===== src/rtl/can_rx.sv =====
`default_nettype none
// ============================================================================
// Module   : can_rx
// Brief    : CAN 2.0A/B frame receiver: bit timing, destuffing, CRC-15 check,
//            ACK drive and error recovery.
// Revision : 1.0
// ============================================================================
module can_rx #(
    parameter int RECOV_BITS = 11
) (
    input  logic        clk,
    input  logic        rst,
    input  logic [7:0]  quantaDiv,
    input  logic [5:0]  propQuanta,
    input  logic [5:0]  seg1Quanta,
    input  logic        din,
    output logic        dout,
    output logic        ddrive,
    output logic [63:0] rxdata,
    output logic [28:0] rxid,
    output logic        rxformat,
    output logic        rxrtr,
    output logic [3:0]  rxdatalen,
    output logic        rxvalid,
    output logic        rxerr,
    output logic [1:0]  rxerrcode,
    output logic        busy
);
    localparam int c_RECOV_W = $clog2(RECOV_BITS + 1);

    typedef enum logic [3:0] {
        S_IDLE    = 4'd0,
        S_SOF     = 4'd1,
        S_ARB     = 4'd2,
        S_CTRL    = 4'd3,
        S_DATA    = 4'd4,
        S_CRC     = 4'd5,
        S_CRCDEL  = 4'd6,
        S_ACK     = 4'd7,
        S_ACKDEL  = 4'd8,
        S_EOF     = 4'd9,
        S_RECOVER = 4'd10
    } state_t;

    state_t                 r_state;
    logic [7:0]             r_div;
    logic [5:0]             r_prop;
    logic [5:0]             r_seg1;
    logic [7:0]             r_clkcnt;
    logic [7:0]             r_qcnt;
    logic [5:0]             r_bitcnt;
    logic [6:0]             r_nbits;
    logic [14:0]            r_crc;
    logic [2:0]             r_stuff_cnt;
    logic                   r_stuff_last;
    logic                   r_din_prev;
    logic [28:0]            r_id;
    logic [63:0]            r_data;
    logic                   r_rtr;
    logic                   r_ide;
    logic [3:0]             r_dlc;
    logic                   r_crc_ok;
    logic [c_RECOV_W-1:0]   r_recov;

    logic [7:0]  w_qmax;
    logic [7:0]  w_spt;
    logic        w_last_clk;
    logic        w_sample;
    logic        w_bitend;
    logic        w_in_frame;
    logic        w_stuff_bit;
    logic [14:0] w_crc_next;
    logic [3:0]  w_dlc;
    logic [3:0]  w_bytes;
    logic [4:0]  w_id_idx;

    assign w_qmax      = {2'b00, r_prop} + {1'b0, r_seg1, 1'b0};
    assign w_spt       = {2'b00, r_prop} + {2'b00, r_seg1};
    assign w_last_clk  = (r_clkcnt == r_div);
    assign w_sample    = w_last_clk && (r_qcnt == w_spt);
    assign w_bitend    = w_last_clk && (r_qcnt >= w_qmax);
    assign w_in_frame  = r_state inside {S_SOF, S_ARB, S_CTRL, S_DATA, S_CRC};
    // A stuff bit may still follow the last CRC bit, i.e. land in the CRCDEL slot.
    assign w_stuff_bit = (w_in_frame || r_state == S_CRCDEL) && (r_stuff_cnt == 3'd5);
    assign w_crc_next  = {r_crc[13:0], 1'b0} ^ ((din ^ r_crc[14]) ? 15'h4599 : 15'h0000);
    assign w_dlc       = {r_dlc[2:0], din};
    assign w_bytes     = r_rtr ? 4'd0 : ((w_dlc > 4'd8) ? 4'd8 : w_dlc);
    assign w_id_idx    = (r_bitcnt <= 6'd10) ? 5'(6'd28 - r_bitcnt) : 5'(6'd30 - r_bitcnt);
    assign busy        = (r_state != S_IDLE);

    always_ff @(posedge clk) begin
        if (rst) begin
            r_state      <= S_IDLE;
            r_div        <= 8'd0;
            r_prop       <= 6'd0;
            r_seg1       <= 6'd0;
            r_clkcnt     <= 8'd0;
            r_qcnt       <= 8'd0;
            r_bitcnt     <= 6'd0;
            r_nbits      <= 7'd0;
            r_crc        <= 15'd0;
            r_stuff_cnt  <= 3'd0;
            r_stuff_last <= 1'b0;
            r_din_prev   <= 1'b1;
            r_id         <= 29'd0;
            r_data       <= 64'd0;
            r_rtr        <= 1'b0;
            r_ide        <= 1'b0;
            r_dlc        <= 4'd0;
            r_crc_ok     <= 1'b0;
            r_recov      <= '0;
            dout         <= 1'b1;
            ddrive       <= 1'b0;
            rxdata       <= 64'd0;
            rxid         <= 29'd0;
            rxformat     <= 1'b0;
            rxrtr        <= 1'b0;
            rxdatalen    <= 4'd0;
            rxvalid      <= 1'b0;
            rxerr        <= 1'b0;
            rxerrcode    <= 2'd0;
        end else begin
            r_din_prev <= din;
            rxvalid    <= 1'b0;
            rxerr      <= 1'b0;
            if (r_state == S_IDLE) begin
                if (r_din_prev && !din) begin
                    // This edge is clk 0 of sync quantum 0; position counters for the next edge.
                    r_div        <= quantaDiv;
                    r_prop       <= propQuanta;
                    r_seg1       <= seg1Quanta;
                    r_clkcnt     <= (quantaDiv == 8'd0) ? 8'd0 : 8'd1;
                    r_qcnt       <= (quantaDiv == 8'd0) ? 8'd1 : 8'd0;
                    r_bitcnt     <= 6'd0;
                    r_crc        <= 15'd0;
                    r_stuff_cnt  <= 3'd0;
                    r_stuff_last <= 1'b0;
                    r_id         <= 29'd0;
                    r_data       <= 64'd0;
                    r_rtr        <= 1'b0;
                    r_ide        <= 1'b0;
                    r_dlc        <= 4'd0;
                    r_crc_ok     <= 1'b0;
                    r_state      <= S_SOF;
                end
            end else begin
                if (w_last_clk) begin
                    r_clkcnt <= 8'd0;
                    r_qcnt   <= (r_qcnt >= w_qmax) ? 8'd0 : r_qcnt + 8'd1;
                end else begin
                    r_clkcnt <= r_clkcnt + 8'd1;
                end
                if (w_bitend) begin
                    dout   <= !(r_state == S_ACK && r_crc_ok);
                    ddrive <= (r_state == S_ACK && r_crc_ok);
                end
                if (w_sample) begin
                    if (w_stuff_bit) begin
                        if (din == r_stuff_last) begin
                            r_state   <= S_RECOVER;
                            r_recov   <= '0;
                            rxerr     <= 1'b1;
                            rxerrcode <= 2'd0;
                        end else begin
                            r_stuff_last <= din;
                            r_stuff_cnt  <= 3'd1;
                        end
                    end else begin
                        if (w_in_frame) begin
                            r_stuff_last <= din;
                            r_stuff_cnt  <= (r_stuff_cnt != 3'd0 && din == r_stuff_last) ?
                                            r_stuff_cnt + 3'd1 : 3'd1;
                            // Running through the received CRC too leaves zero on a match.
                            r_crc        <= w_crc_next;
                        end
                        case (r_state)
                            S_SOF: begin
                                if (din) begin
                                    r_state   <= S_IDLE;
                                    rxerr     <= 1'b1;
                                    rxerrcode <= 2'd3;
                                end else begin
                                    r_state  <= S_ARB;
                                    r_bitcnt <= 6'd0;
                                end
                            end
                            S_ARB: begin
                                r_bitcnt <= r_bitcnt + 6'd1;
                                if (r_bitcnt == 6'd11 || r_bitcnt == 6'd31) begin
                                    r_rtr <= din;
                                end else if (r_bitcnt == 6'd12) begin
                                    r_ide <= din;
                                    if (!din) begin
                                        r_state  <= S_CTRL;
                                        r_bitcnt <= 6'd0;
                                    end
                                end else if (r_bitcnt <= 6'd30) begin
                                    r_id[w_id_idx] <= din;
                                end else begin
                                    r_state  <= S_CTRL;
                                    r_bitcnt <= 6'd0;
                                end
                            end
                            S_CTRL: begin
                                r_bitcnt <= r_bitcnt + 6'd1;
                                if (r_bitcnt != 6'd0) begin
                                    r_dlc <= w_dlc;
                                end
                                if (r_bitcnt == 6'd4) begin
                                    r_nbits  <= {w_bytes, 3'b000};
                                    r_bitcnt <= 6'd0;
                                    r_state  <= (w_bytes == 4'd0) ? S_CRC : S_DATA;
                                end
                            end
                            S_DATA: begin
                                r_data[6'd63 - r_bitcnt] <= din;
                                r_bitcnt <= r_bitcnt + 6'd1;
                                if ({1'b0, r_bitcnt} == r_nbits - 7'd1) begin
                                    r_bitcnt <= 6'd0;
                                    r_state  <= S_CRC;
                                end
                            end
                            S_CRC: begin
                                r_bitcnt <= r_bitcnt + 6'd1;
                                if (r_bitcnt == 6'd14) begin
                                    r_bitcnt <= 6'd0;
                                    r_state  <= S_CRCDEL;
                                end
                            end
                            S_CRCDEL: begin
                                if (!din) begin
                                    r_state   <= S_RECOVER;
                                    r_recov   <= '0;
                                    rxerr     <= 1'b1;
                                    rxerrcode <= 2'd2;
                                end else begin
                                    r_crc_ok <= (r_crc == 15'd0);
                                    r_state  <= S_ACK;
                                end
                            end
                            S_ACK: begin
                                r_state <= S_ACKDEL;
                            end
                            S_ACKDEL: begin
                                if (!r_crc_ok || !din) begin
                                    r_state   <= S_RECOVER;
                                    r_recov   <= '0;
                                    rxerr     <= 1'b1;
                                    rxerrcode <= r_crc_ok ? 2'd2 : 2'd1;
                                end else begin
                                    r_state  <= S_EOF;
                                    r_bitcnt <= 6'd0;
                                end
                            end
                            S_EOF: begin
                                r_bitcnt <= r_bitcnt + 6'd1;
                                if (!din) begin
                                    r_state   <= S_RECOVER;
                                    r_recov   <= '0;
                                    rxerr     <= 1'b1;
                                    rxerrcode <= 2'd2;
                                end else if (r_bitcnt == 6'd6) begin
                                    r_state   <= S_IDLE;
                                    rxvalid   <= 1'b1;
                                    rxdata    <= r_data;
                                    rxid      <= r_id;
                                    rxformat  <= r_ide;
                                    rxrtr     <= r_rtr;
                                    rxdatalen <= r_dlc;
                                end
                            end
                            S_RECOVER: begin
                                if (!din) begin
                                    r_recov <= '0;
                                end else if (r_recov == c_RECOV_W'(RECOV_BITS - 1)) begin
                                    r_state <= S_IDLE;
                                end else begin
                                    r_recov <= r_recov + 1'b1;
                                end
                            end
                            default: ;
                        endcase
                    end
                end
            end
        end
    end
endmodule
`default_nettype wire

===== config.mk =====
export PLATFORM = sky130hd
export DESIGN_NAME = can_rx
export DESIGN_NICKNAME = d
export VERILOG_FILES = /design/src/rtl/can_rx.sv
export SDC_FILE = /design/constraint.sdc
export NUM_CORES = 1
export LEC_CHECK = 0
export CORE_UTILIZATION = 55
export CTS_CLUSTER_SIZE = 8
export DETAILED_ROUTE_END_ITERATION = 7
export HOLD_SLACK_MARGIN = 0.12
export PLACE_DENSITY_LB_ADDON = 0.25
export REMOVE_ABC_BUFFERS = 1
export SLEW_MARGIN = 5
export SYNTH_ARGS = -nofsm -noshare
export SYNTH_HDL_FRONTEND = slang
export SYNTH_SLANG_ARGS = --single-unit
export TNS_END_PERCENT = 100

===== constraint.sdc =====
create_clock -name clk -period 7.6 [get_ports clk]
set_clock_uncertainty 0.05 [all_clocks]
set_input_delay 1.9 -clock clk [delete_from_list [all_inputs] [get_ports clk]]
set_output_delay 1.9 -clock clk [all_outputs]
set_load 0.005 [all_outputs]

Yosys cells after proc, flatten, opt, wreduce, memory -nomap -nowiden
Index checks and enable logic that the tools add are counted.
{"block": "classes", "n_lt_le_gt_ge": 8, "n_addsub": 11, "n_eq_ne": 44, "bitwise": 7, "muxes": 128, "n_reduce_logical": 59}
{"cell": "2-to-1 mux 64 bit", "n": 5}
{"cell": "2-to-1 mux 29 bit", "n": 8}
{"cell": "2-to-1 mux 4 bit", "n": 31}
{"cell": "2-to-1 mux 15 bit", "n": 6}
{"cell": "2-to-1 mux 6 bit", "n": 13}
{"cell": "bitwise mux 64 bit", "n": 1}
{"cell": "2-to-1 mux 8 bit", "n": 7}
{"cell": "case mux 6 bit (7 select lines)", "n": 1}
{"cell": "case mux 4 bit (10 select lines)", "n": 1}
{"cell": "2-to-1 mux 1 bit", "n": 33}
{"cell": "bitwise mux 29 bit", "n": 1}
{"cell": "nonzero test 2 bit", "n": 12}
{"cell": "2-to-1 mux 3 bit", "n": 7}
{"cell": "AND reduction 7 bit", "n": 3}
{"cell": "AND reduction 5 bit", "n": 4}
{"cell": "equality test 6 x 4 -> 1 bit (second input constant)", "n": 3}
{"cell": "AND reduction 6 bit", "n": 3}
{"cell": "adder 8 x 1 -> 8 bit (second input constant)", "n": 2}
{"cell": "equality test 4 x 3 -> 1 bit (second input constant)", "n": 4}
{"cell": "equality test 4 bit (second input constant)", "n": 4}
{"cell": "2-to-1 mux 2 bit", "n": 8}
{"cell": "!= test 4 bit (second input constant)", "n": 4}
{"cell": "logical NOT 15 bit", "n": 1}
{"cell": "!= test 5 bit (second input constant)", "n": 3}
{"cell": "other kinds (57)", "n": 92}
{"block": "word_totals", "in_bits": 23, "output_inout_bits": 106, "word_cells": 286, "regBits": 279}

Depth between registers and ports, before layout
Gate-level depths: netlist (run 1).
{"block": "depth", "depth_word": 14, "mapped_depth": 16, "ltp_nobuf": 13}

Least setup slack after synthesis (run 1)
Ideal clock, no wire load.
{"block": "synth_timing", "kind": "input-to-reg", "startpoint": "input port din", "endpoint": "register r_bitcnt[1]", "path_buffers": 2, "setup_time_ns": 0.070, "arrival_time_ns": 3.573, "required_ns": 7.480, "cell_stages": 6, "path_slack_ns": 3.907, "cell_sequence": "clkbuf_1 buf_1 o21ai_0 o211ai_1 or3b_2 a21oi_1"}
{"block": "synth_between", "elab_chain_len": 7, "elab_cells_between_ends": 14, "cone_classes": "eq/ne (3); mux (7); reduce/logical (4)"}
{"element": "from (decl)", "line_no": "16", "source": "input logic din,"}
{"element": "2-to-1 mux 6 bit", "line_no": "193", "source": "if (!din) begin"}
{"element": "2-to-1 mux 6 bit", "line_no": "191", "source": "end else if (r_bitcnt == 6'd12) begin"}
{"element": "2-to-1 mux 6 bit", "line_no": "189", "source": "if (r_bitcnt == 6'd11 || r_bitcnt == 6'd31) begin"}
{"element": "case mux 6 bit (7 select lines)", "line_no": "176", "source": "case (r_state)"}
{"element": "2-to-1 mux 6 bit", "line_no": "158", "source": "if (w_stuff_bit) begin"}
{"element": "2-to-1 mux 6 bit", "line_no": "157", "source": "if (w_sample) begin"}
{"element": "2-to-1 mux 6 bit", "line_no": "126", "source": "if (r_state == S_IDLE) begin"}
{"element": "to (signal assigned)", "line_no": "188", "source": "r_bitcnt <= r_bitcnt + 6'd1;"}
{"element": "to (signal assigned)", "line_no": "205", "source": "r_bitcnt <= r_bitcnt + 6'd1;"}
{"element": "to (signal assigned)", "line_no": "217", "source": "r_bitcnt <= r_bitcnt + 6'd1;"}
{"element": "to (decl)", "line_no": "51", "source": "logic [5:0] r_bitcnt;"}
Parallel ways exist; a longest one is shown, timed or not. The select of a mux whose other input is x is not followed.
A chain may end at the register's enable or synchronous reset.

Final worst setup path (run 1)
{"block": "layout_timing", "startpoint": "input port din", "endpoint": "register r_data[55]"}
{"block": "layout_between", "elab_chain_len": 5, "elab_cells_between_ends": 9, "cone_classes": "eq/ne (1); mux (5); reduce/logical (3)"}
{"element": "bitwise mux 64 bit", "line_no": "216", "source": "r_data[6'd63 - r_bitcnt] <= din;"}
{"element": "2-to-1 mux 64 bit", "line_no": "176"}
{"element": "2-to-1 mux 64 bit", "line_no": "158"}
{"element": "2-to-1 mux 64 bit", "line_no": "157"}
{"element": "2-to-1 mux 64 bit", "line_no": "126"}
{"element": "to (signal, indexed assignment)", "line_no": "216"}
{"element": "to (decl)", "line_no": "58", "source": "logic [63:0] r_data;"}
Parallel ways exist; a longest one is shown, timed or not. The select of a mux whose other input is x is not followed.

==> results.cfg, run 1 <==
[pwr]
power_density_nw_per_um2 = 251
ir_drop_mv = 0.291
total_leakage_power_nw = 5.35

[detailed_routing]
route.detailed.wl_per_inst_um = 16.6
wl_met3_um = 2220
wl_met2_um = 17100
drcViolationCount = 0
dr.pass1.iters = 5
top_layer = met4
drt_iter0_drc = 1178
via_per_inst = 5.96
postRouteAntennaNets = 0
vias = 12900
met1_length_um = 15900
totalWireLength_um = 36000

[finish]
fill_cells = 2034
fin_nets = 1906
layout-drive-gt1-share_pct = 4.81
diodes = 0
postLayoutCoreUtil_pct = 66.6
areaGrowthSynthToFinish_pct = 17.4

[clocking]
cts_buffer_depth = 3
cts_tree = built
cts.repair.resized = 0
clk_pin_slew_ps = 50
numCtsBuffers = 40
ctsHoldBuffers = 0
root_buffer = clkbuf_16
post_cts_buffers = 0
clk_latency_ps = 530
numClockSinks = 279
htree_num_levels = 2

[global_route]
globalRouteOverflowTotal = 0
grt_use_total_pct = 28.9
grt_pass1_vias = 12000
grt_antenna_before_repair = 0
grt_pass1_wl_um = 59600
grt_max_degree = 111

[logic_synthesis]
synthCells = 1801
synth_top_family_by_area = simple AND/OR/NAND/NOR gates
synth.top_cells.by_area = dfxtp_1 42%, nand2_1 11%, a21oi_1 10%
synth.distinct_cells = 73
seq_area_frac_synth_pct = 41.6
syn_area_per_cell_um2 = 7.46
synth_most_common_cell = nand2_1
synth_xor_area_share_pct = 2.32
synth_simple_gate_area_share_pct = 23.6
synth-edff-count = 0
synth-compound-area-share_pct = 23.4
ys_async_sr_fraction_pct = 0
muxShareOfSynthArea_pct = 1.06
yosys-top-cells-count = 381 x nand2_1, 280 x a21oi_1, 279 x dfxtp_1
yosys_warnings = 0
syn_area_um2 = 13400
synth_top_cell_area_share_pct = 41.6
synth_area_leader_cell = dfxtp_1
synth-seq-cells = 279
synthAdderAreaFrac_pct = 3.19
ys.flop_type = dfxtp_1

[setup_path]
timing.rr.start = r_state[2]$_SDFFE_PP0P_
required_ps = 7990
cp-endpoint = r_data[55]$_SDFFE_PP0P_
arrival_ps = 5090
cp-start-kind = input port
r2r_cells = 8
r2r_setup_slack_ps = 3350
path_cells = clkdlybuf4s50_1 > buf_4 > nor2b_1 > nand2_1 > o31a_2 > buf_4 > o21ai_0 > a21oi_1
critPathLaunch = din
slowest_delay_ps = 770
path_max_fanout = 41
timing.rr.end = r_data[33]$_SDFFE_PP0P_
cpMaxStageDelayCell = o31a_2
cp-end-kind = register
critPathKind = input port to register
cpMostUsedCell = buf_4

[die]
rows = 56
core_um2 = 23700
ioPinCount = 129
die_width_um = 158
die-area_um2 = 25100
initial_utilization_pct = 56.7
die_h_um = 158

[run_status]
status = complete, no violations

[placed_design]
io_buffer_count = 128
place_congestion = 0.898
dp_slack_ps = 2460
dp_hpwl_um = 22500

[sta]
setup_slack_ps = 2900
worstMarginPinSlew_ps = 1090
slew_violations = 0
finalSetupTns_ps = 0
clock.fmax_mhz = 213
rsz0062_at_grt = no
finalSetupViolCount = 0
hold_viol_final = 0
period_needed_ps = 4700
slew_headroom_pct = 27.2
timing.final.crit_share_pct = 61.8

[run]
max-cap-violations = 0

[worst_hold_path]
hp-class = register to register
==> power by group <==
part,total (mW),switching [mW],leakage (nW),internal [mW]
logic,0.894,0.631,2.59,0.263
clock network,1.53,0.602,0.506,0.924
registers,1.54,0.0487,2.25,1.49
==> kinds of logic (layout without fill, tap and decap cells) <==
family / count (synthesis) / after routing
multiplexers: 14 / 14
buffers and inverters: 170 / 220
flip-flops: 279 / 279
XOR/XNOR: 34 / 34
AND/OR/NAND/NOR: 709 / 709
adder cells (fa/ha/maj): 33 / 33
AO/OA/AOI/OAI: 562 / 562
==> worst max-delay path: cells and delay by family <==
kind,cells,cell delay [ps]
and+or+nand+nor,2,850
AOI/OAI and AO/OA,3,1100
buffers and inverters,3,1210
==> cell usage in the layout, fill, tap and decap left out, drive strengths merged, types with 21 or more instances in the layout <==
cell and count:
nand2 381, a21oi 280, dfxtp 279, o21ai 180
clkdlybuf4s50 127, nor2 120, nand3 60, clkbuf 42
inv 32, ha 31, o31ai 22, nor3 22
nand2b 21
==> area by class of cell <==
cell class,instances,area (µm²),area share (%)
inverter,31,116,0.738
timing repair buffer,146,1420,9.00
sequential,279,5590,35.4
clock inverter,2,25.0,0.159
clock buffer,41,1000,6.37
multi-input combinational,1352,7220,45.8
tap,319,399,2.53
==> worst min-delay path by stage <==
stage / startpoint / end / slack [ps] / depth (start not counted)
6_report: rxid[23]$_SDFFE_PP0P_ / rxid[23]$_SDFFE_PP0P_ / 400 / 2
5_1_grt: rxdata[24]$_SDFFE_PP0P_ / rxdata[24]$_SDFFE_PP0P_ / 420 / 2
4_1_cts: rxdata[15]$_SDFFE_PP0P_ / rxdata[15]$_SDFFE_PP0P_ / 400 / 2
3_5_place_dp: rxdatalen[0]$_SDFFE_PP0P_ / rxdatalen[0]$_SDFFE_PP0P_ / 390 / 2
3_3_place_gp: rxdata[56]$_SDFFE_PP0P_ / rxdata[56]$_SDFFE_PP0P_ / 390 / 2
2_1_floorplan: r_data[0]$_SDFFE_PP0P_ / rxdata[0]$_SDFFE_PP0P_ / 380 / 2
==> registers in the layout (all words and copies together) (netlist names), 2 cells and up <==
register and cells:
r_id 29, r_state 4, r_div 8, rxdata 64, r_recov 4, r_clkcnt 8, r_data 64, r_stuff_cnt 3
r_nbits 4, rxdatalen 4, r_prop 6, r_seg1 6, rxerrcode 2, r_bitcnt 6, rxid 29, r_qcnt 8
r_dlc 4, r_crc 15
==> per-layer routing <==
metal	up-vias	GRT usage (%)
li1	6329	-
met1	6106	39.2
met2	442	47.4
met3	65	3.86
met4	0	9.89
met5	-	0
==> through the flow <==
step                      power (mW)  hold WS [ps]  instances  cell area [µm²]
after global placement          2.42           388       2127            14700
after floorplan                 2.15           377       1662            12900
after global routing            4.13           416       2170            15800
after detailed placement        2.44           392       2127            14700
final                           3.96           396       2170            15800
after CTS                       3.97           399       2170            15800
(Power assumes the default switching activity.)
==> inputs of run 2 (changes only) <==
--- a/config.mk
+++ b/config.mk
@@ -5,7 +5,7 @@
 export SDC_FILE = /design/constraint.sdc
 export NUM_CORES = 1
 export LEC_CHECK = 0
-export CORE_UTILIZATION = 55
+export CORE_UTILIZATION = 52
 export CTS_CLUSTER_SIZE = 8
 export DETAILED_ROUTE_END_ITERATION = 7
 export HOLD_SLACK_MARGIN = 0.12
==> constraint.sdc (replaced) <==
create_clock -name clk -period 4 [get_ports clk]
set_clock_uncertainty 0.05 [all_clocks]
set_input_delay 1 -clock clk [delete_from_list [all_inputs] [get_ports clk]]
set_output_delay 1 -clock clk [all_outputs]
set_load 0.005 [all_outputs]
==> results.cfg, run 2 (synthesis gave the netlist of run 1 again) <==
[setup_path]
arrival_ps = 4090
r2r_setup_slack_ps = 270
critPathLaunch = r_prop[1]$_SDFFE_PP0P_
r2r_cells = 12
critPathKind = register to register
timing.rr.start = r_prop[1]$_SDFFE_PP0P_
cp-start-kind = register
cp-end-kind = register
timing.rr.end = r_qcnt[6]$_SDFFE_PP0P_
path_max_fanout = 5
cp-endpoint = r_qcnt[6]$_SDFFE_PP0P_
required_ps = 4360

[sta]
slew_headroom_pct = 23.9
finalSetupTns_ps = 0
timing.final.crit_share_pct = 93.2
period_needed_ps = 3730
rsz0062_at_grt = no
clock.fmax_mhz = 268
finalSetupViolCount = 0
hold_viol_final = 0
slew_violations = 0
setup_slack_ps = 271
worstMarginPinSlew_ps = 1140

[placed_design]
dpl-instance-area_um2 = 15000
dp_slack_ps = 248
place_congestion = 0.897
dp_hpwl_um = 23700
io_buffer_count = 128

[die]
core_um2 = 25300
die_h_um = 163
ioPinCount = 129
die-area_um2 = 26500
initial_utilization_pct = 53.2
die_width_um = 163
rows = 58

[clocking]
numCtsBuffers = 40
post_cts_buffers = 0
ctsHoldBuffers = 0
cts_buffer_depth = 3
clk_latency_ps = 520
cts_tree = built
root_buffer = clkbuf_16
numClockSinks = 279
clk_pin_slew_ps = 50
htree_num_levels = 2

[global_route]
globalRouteOverflowTotal = 0
grt_max_degree = 167
grt_antenna_before_repair = 0
grt_pass1_wl_um = 60600
grt_use_total_pct = 27.6
grt_pass1_vias = 12300

[detailed_routing]
postRouteAntennaNets = 0
totalWireLength_um = 36800
dr.pass1.iters = 5
drcViolationCount = 0
drt_iter0_drc = 1349
via_per_inst = 5.96
vias = 13100
route.detailed.wl_per_inst_um = 16.7

[finish]
postLayoutCoreUtil_pct = 63.5
layout-drive-gt1-share_pct = 6.03
layout_commonest_cell = nand2_1
areaGrowthSynthToFinish_pct = 19.4
fill_cells = 2237
reg.largest.list = r_data (64), rxdata (64)
diodes = 0
fin_nets = 1930
final_cell_mix = 381 x nand2_1, 280 x a21oi_1, 279 x dfxtp_1, 178 x o21ai_0, 127 x clkdlybuf4s50_1
fin_area_um2 = 16000

[pwr]
power_density_nw_per_um2 = 473
clkPwrFrac_pct = 38.4
power.internal_mw = 5.13
ir_drop_mv = 0.399
total_leakage_power_nw = 5.49
p_sw_mw = 2.45
combPwrFrac_pct = 23.2
pwr-share-seq_pct = 38.4
switching_share_pct = 32.3

[run]
max-cap-violations = 0

[worst_hold_path]
hp-class = register to register

[run_status]
status = complete, no violations
## run 2: cell count changes in the layout (fill, tap and decap cells not counted)
cell       before  now
a2111oi_0       2    1
buf_4          18   35
buf_12          0    6
a2111oi_1       0    1
buf_6           0    1
## run 2: how the worst min path moves through the flow
stage	startpoint	slack (ps)	end	cells after the start
floorplan	r_data[0]$_SDFFE_PP0P_	380	rxdata[0]$_SDFFE_PP0P_	2
global placement	rxdata[61]$_SDFFE_PP0P_	390	rxdata[61]$_SDFFE_PP0P_	2
detailed placement	r_data[55]$_SDFFE_PP0P_	390	rxdata[55]$_SDFFE_PP0P_	2
CTS	rxdata[50]$_SDFFE_PP0P_	400	rxdata[50]$_SDFFE_PP0P_	2
global route	rxdata[61]$_SDFFE_PP0P_	410	rxdata[61]$_SDFFE_PP0P_	2
finish	rxdatalen[3]$_SDFFE_PP0P_	400	rxdatalen[3]$_SDFFE_PP0P_	2
## run 2: critical path: stages, from the launching register on
cell	delay, ps
dfxtp_1	340
ha_1	240
fa_1	410
a21o_1	180
a21oi_1	240
xor2_1	170
ha_1	260
a2111oi_1	570
nor2b_1	190
o21ai_0	210
a21oi_1	330
a41oi_1	160
a311oi_1	280
## run 2: layout make-up
type / count / area (µm²) / share of cell area (%)
multi-input combinational: 1352 / 7220 / 45.0
sequential: 279 / 5590 / 34.8
timing repair buffer: 170 / 1680 / 10.5
clock buffer: 41 / 1000 / 6.26
tap: 330 / 413 / 2.57
inverter: 31 / 116 / 0.725
clock inverter: 2 / 25.0 / 0.156
## run 2: per-stage QoR
stage	hold slack (ps)	instances	total power [mW]
CTS	400	2205	7.59
floorplan	377	1662	4.08
detailed placement	394	2162	4.68
global placement	388	2162	4.65
finish	397	2205	7.58
global route	415	2205	7.92
## run 2: power by group through the flow
stage | logic [mW] | clock network [mW] | registers [mW]
after CTS | 1.73 | 2.95 | 2.91
after global routing | 1.94 | 3.07 | 2.91
final | 1.76 | 2.91 | 2.91
after detailed placement | 1.72 | 0 | 2.96
after global placement | 1.69 | 0 | 2.96
after floorplan | 1.13 | 0 | 2.95
## run 2: repair_timing
action / in CTS / in global routing
endpoints found under the setup margin: 0 / 11
hold endpoints to repair: 0 / 0
resized for setup: 0 / 2
## run 2: metal layers
layer,global-route usage (%),vias to the layer above,share of wire (%)
met5,0,-,0
met2,45.8,487,47
met1,36.4,6184,44
met3,4.15,79,6.2
met4,9.43,0,2.7
li1,-,6386,-
==> inputs of run 3 (changes only) <==
--- a/config.mk
+++ b/config.mk
@@ -5,7 +5,7 @@
 export SDC_FILE = /design/constraint.sdc
 export NUM_CORES = 1
 export LEC_CHECK = 0
-export CORE_UTILIZATION = 52
+export CORE_UTILIZATION = 45
 export CTS_CLUSTER_SIZE = 8
 export DETAILED_ROUTE_END_ITERATION = 7
 export HOLD_SLACK_MARGIN = 0.12
==> results.cfg, run 3 (synthesis gave the netlist of run 1 again) <==
[clocking]
htree_num_levels = 2
cts_tree = built
root_buffer = clkbuf_16
clk_latency_ps = 520
numClockSinks = 279
cts_buffer_depth = 3
clk_pin_slew_ps = 50
numCtsBuffers = 40
ctsHoldBuffers = 0

[sta]
slew_violations = 0
timing.final.crit_share_pct = 92.5
finalSetupTns_ps = 0
setup_slack_ps = 299
hold_viol_final = 0
clock.fmax_mhz = 270
slew_headroom_pct = 27.1
worstMarginPinSlew_ps = 1090
period_needed_ps = 3700
finalSetupViolCount = 0

[die]
die_width_um = 175
die_h_um = 175
die-area_um2 = 30500
initial_utilization_pct = 46.3
core_um2 = 29000
ioPinCount = 129
rows = 62

[finish]
fill_cells = 2768
fin_nets = 1928
areaGrowthSynthToFinish_pct = 19.6
layout-drive-gt1-share_pct = 5.93
final_cell_mix = 381 x nand2_1, 280 x a21oi_1, 279 x dfxtp_1, 178 x o21ai_0, 127 x clkdlybuf4s50_1
diodes = 0
reg.largest.list = r_data (64), rxdata (64)
layout_commonest_cell = nand2_1

[worst_hold_path]
worstHoldPathCells = 2
hp-class = register to register
hold_end = rxid[7]$_SDFFE_PP0P_
min_from = rxid[7]$_SDFFE_PP0P_

[setup_path]
timing.rr.end = r_data[26]$_SDFFE_PP0P_
r2r_cells = 11
path_max_fanout = 69
critPathKind = register to register
cp-start-kind = register
cpMaxStageDelayCell = or4_4
cp-end-kind = register
timing.rr.start = r_prop[0]$_SDFFE_PP0P_
r2r_setup_slack_ps = 300
slowest_delay_ps = 530
required_ps = 4310
arrival_ps = 4010
path_cells = ha_1 > inv_1 > fa_1 > xnor2_1 > or4_4 > nor4b_4 > o21ai_2 > o31a_2 > buf_6 > o21ai_0 > a21oi_1

[global_route]
globalRouteOverflowTotal = 0
grt_antenna_before_repair = 0
grt_max_degree = 116
grt_pass1_wl_um = 61700
grt_use_total_pct = 24.0
grt_pass1_vias = 12200

[pwr]
total_leakage_power_nw = 5.47
p_total_mw = 7.59
power_density_nw_per_um2 = 472
ir_drop_mv = 0.390

[detailed_routing]
via_per_inst = 5.70
totalWireLength_um = 36900
drcViolationCount = 0
drt_iter0_drc = 1295
vias = 12900
dr.pass1.iters = 5
postRouteAntennaNets = 0
route.detailed.wl_per_inst_um = 16.4

[run]
max-cap-violations = 0

[placed_design]
io_buffer_count = 128
dp_slack_ps = 227
place_congestion = 0.850
dp_hpwl_um = 23600

[run_status]
status = complete, no violations
## run 3: cell count changes in the layout (fill, tap and decap cells not counted)
| cell | previous run | this run |
|---|---|---|
| buf_4 | 35 | 36 |
| buf_12 | 6 | 3 |
## run 3: how the worst max path moves through the flow
| stage | from | endpoint | slack [ps] | cells after the start |
|---|---|---|---|---|
| floorplan | r_prop[0]$_SDFFE_PP0P_ | rxvalid$_SDFF_PP0_ | -5590 | 9 |
| global placement | r_prop[0]$_SDFFE_PP0P_ | r_data[41]$_SDFFE_PP0P_ | 350 | 11 |
| detailed placement | r_prop[0]$_SDFFE_PP0P_ | r_data[26]$_SDFFE_PP0P_ | 230 | 11 |
| CTS | r_prop[0]$_SDFFE_PP0P_ | r_data[26]$_SDFFE_PP0P_ | 200 | 11 |
| global route | r_prop[1]$_SDFFE_PP0P_ | r_qcnt[6]$_SDFFE_PP0P_ | -7 | 12 |
| finish | r_prop[0]$_SDFFE_PP0P_ | r_data[26]$_SDFFE_PP0P_ | 300 | 11 |
## run 3: layout make-up
class | count | area (µm²) | share of cell area (%)
multi-input combinational | 1352 | 7220 | 45.0
clock inverter | 2 | 25.0 | 0.156
inverter | 31 | 116 | 0.725
timing repair buffer | 168 | 1630 | 10.1
tap | 384 | 480 | 2.99
sequential | 279 | 5590 | 34.8
clock buffer | 41 | 1000 | 6.26
## run 3: repair_timing
| action | 4_1_cts | 5_1_grt |
|---|---|---|
| resized for setup | 0 | 2 |
| setup buffers | 0 | 0 |
| endpoints found under the setup margin | 0 | 2 |
## run 3: critical path: cells and delay by family, from the launching register on
family                   cells  cell delay (ps)
AO/OA/AOI/OAI                4             1100
XOR/XNOR                     1              140
adder cells (fa/ha/maj)      2              640
buffers and inverters        2              340
flip-flops                   1              360
AND/OR/NAND/NOR              2              860
## run 3: routing by layer
| metal | vias up | track usage [%] | share of wire (%) |
|---|---|---|---|
| met4 | 0 | 6.27 | 1.7 |
| li1 | 6389 | - | - |
| met1 | 6065 | 33.2 | 47 |
| met5 | - | 0 | 0 |
| met2 | 360 | 39.3 | 47 |
| met3 | 54 | 3.26 | 4.9 |
## run 3: where the power goes
group / switching (mW) / leakage (nW) / internal (mW)
clock: 1.15 / 0.506 / 1.76
combinational: 1.23 / 2.71 / 0.548
sequential: 0.0595 / 2.25 / 2.84
## run 3: stage by stage
| stage | instances | hold WS [ps] | instance area [µm²] | util (%) |
|---|---|---|---|---|
| 4_1_cts | 2257 | 399 | 16100 | 55.3 |
| 5_1_grt | 2257 | 413 | 16100 | 55.4 |
| 3_5_place_dp | 2214 | 392 | 15000 | 51.8 |
| 6_report | 2257 | 395 | 16100 | 55.4 |
| 3_3_place_gp | 2214 | 389 | 15000 | 51.8 |
| 2_1_floorplan | 1662 | 377 | 12900 | - |
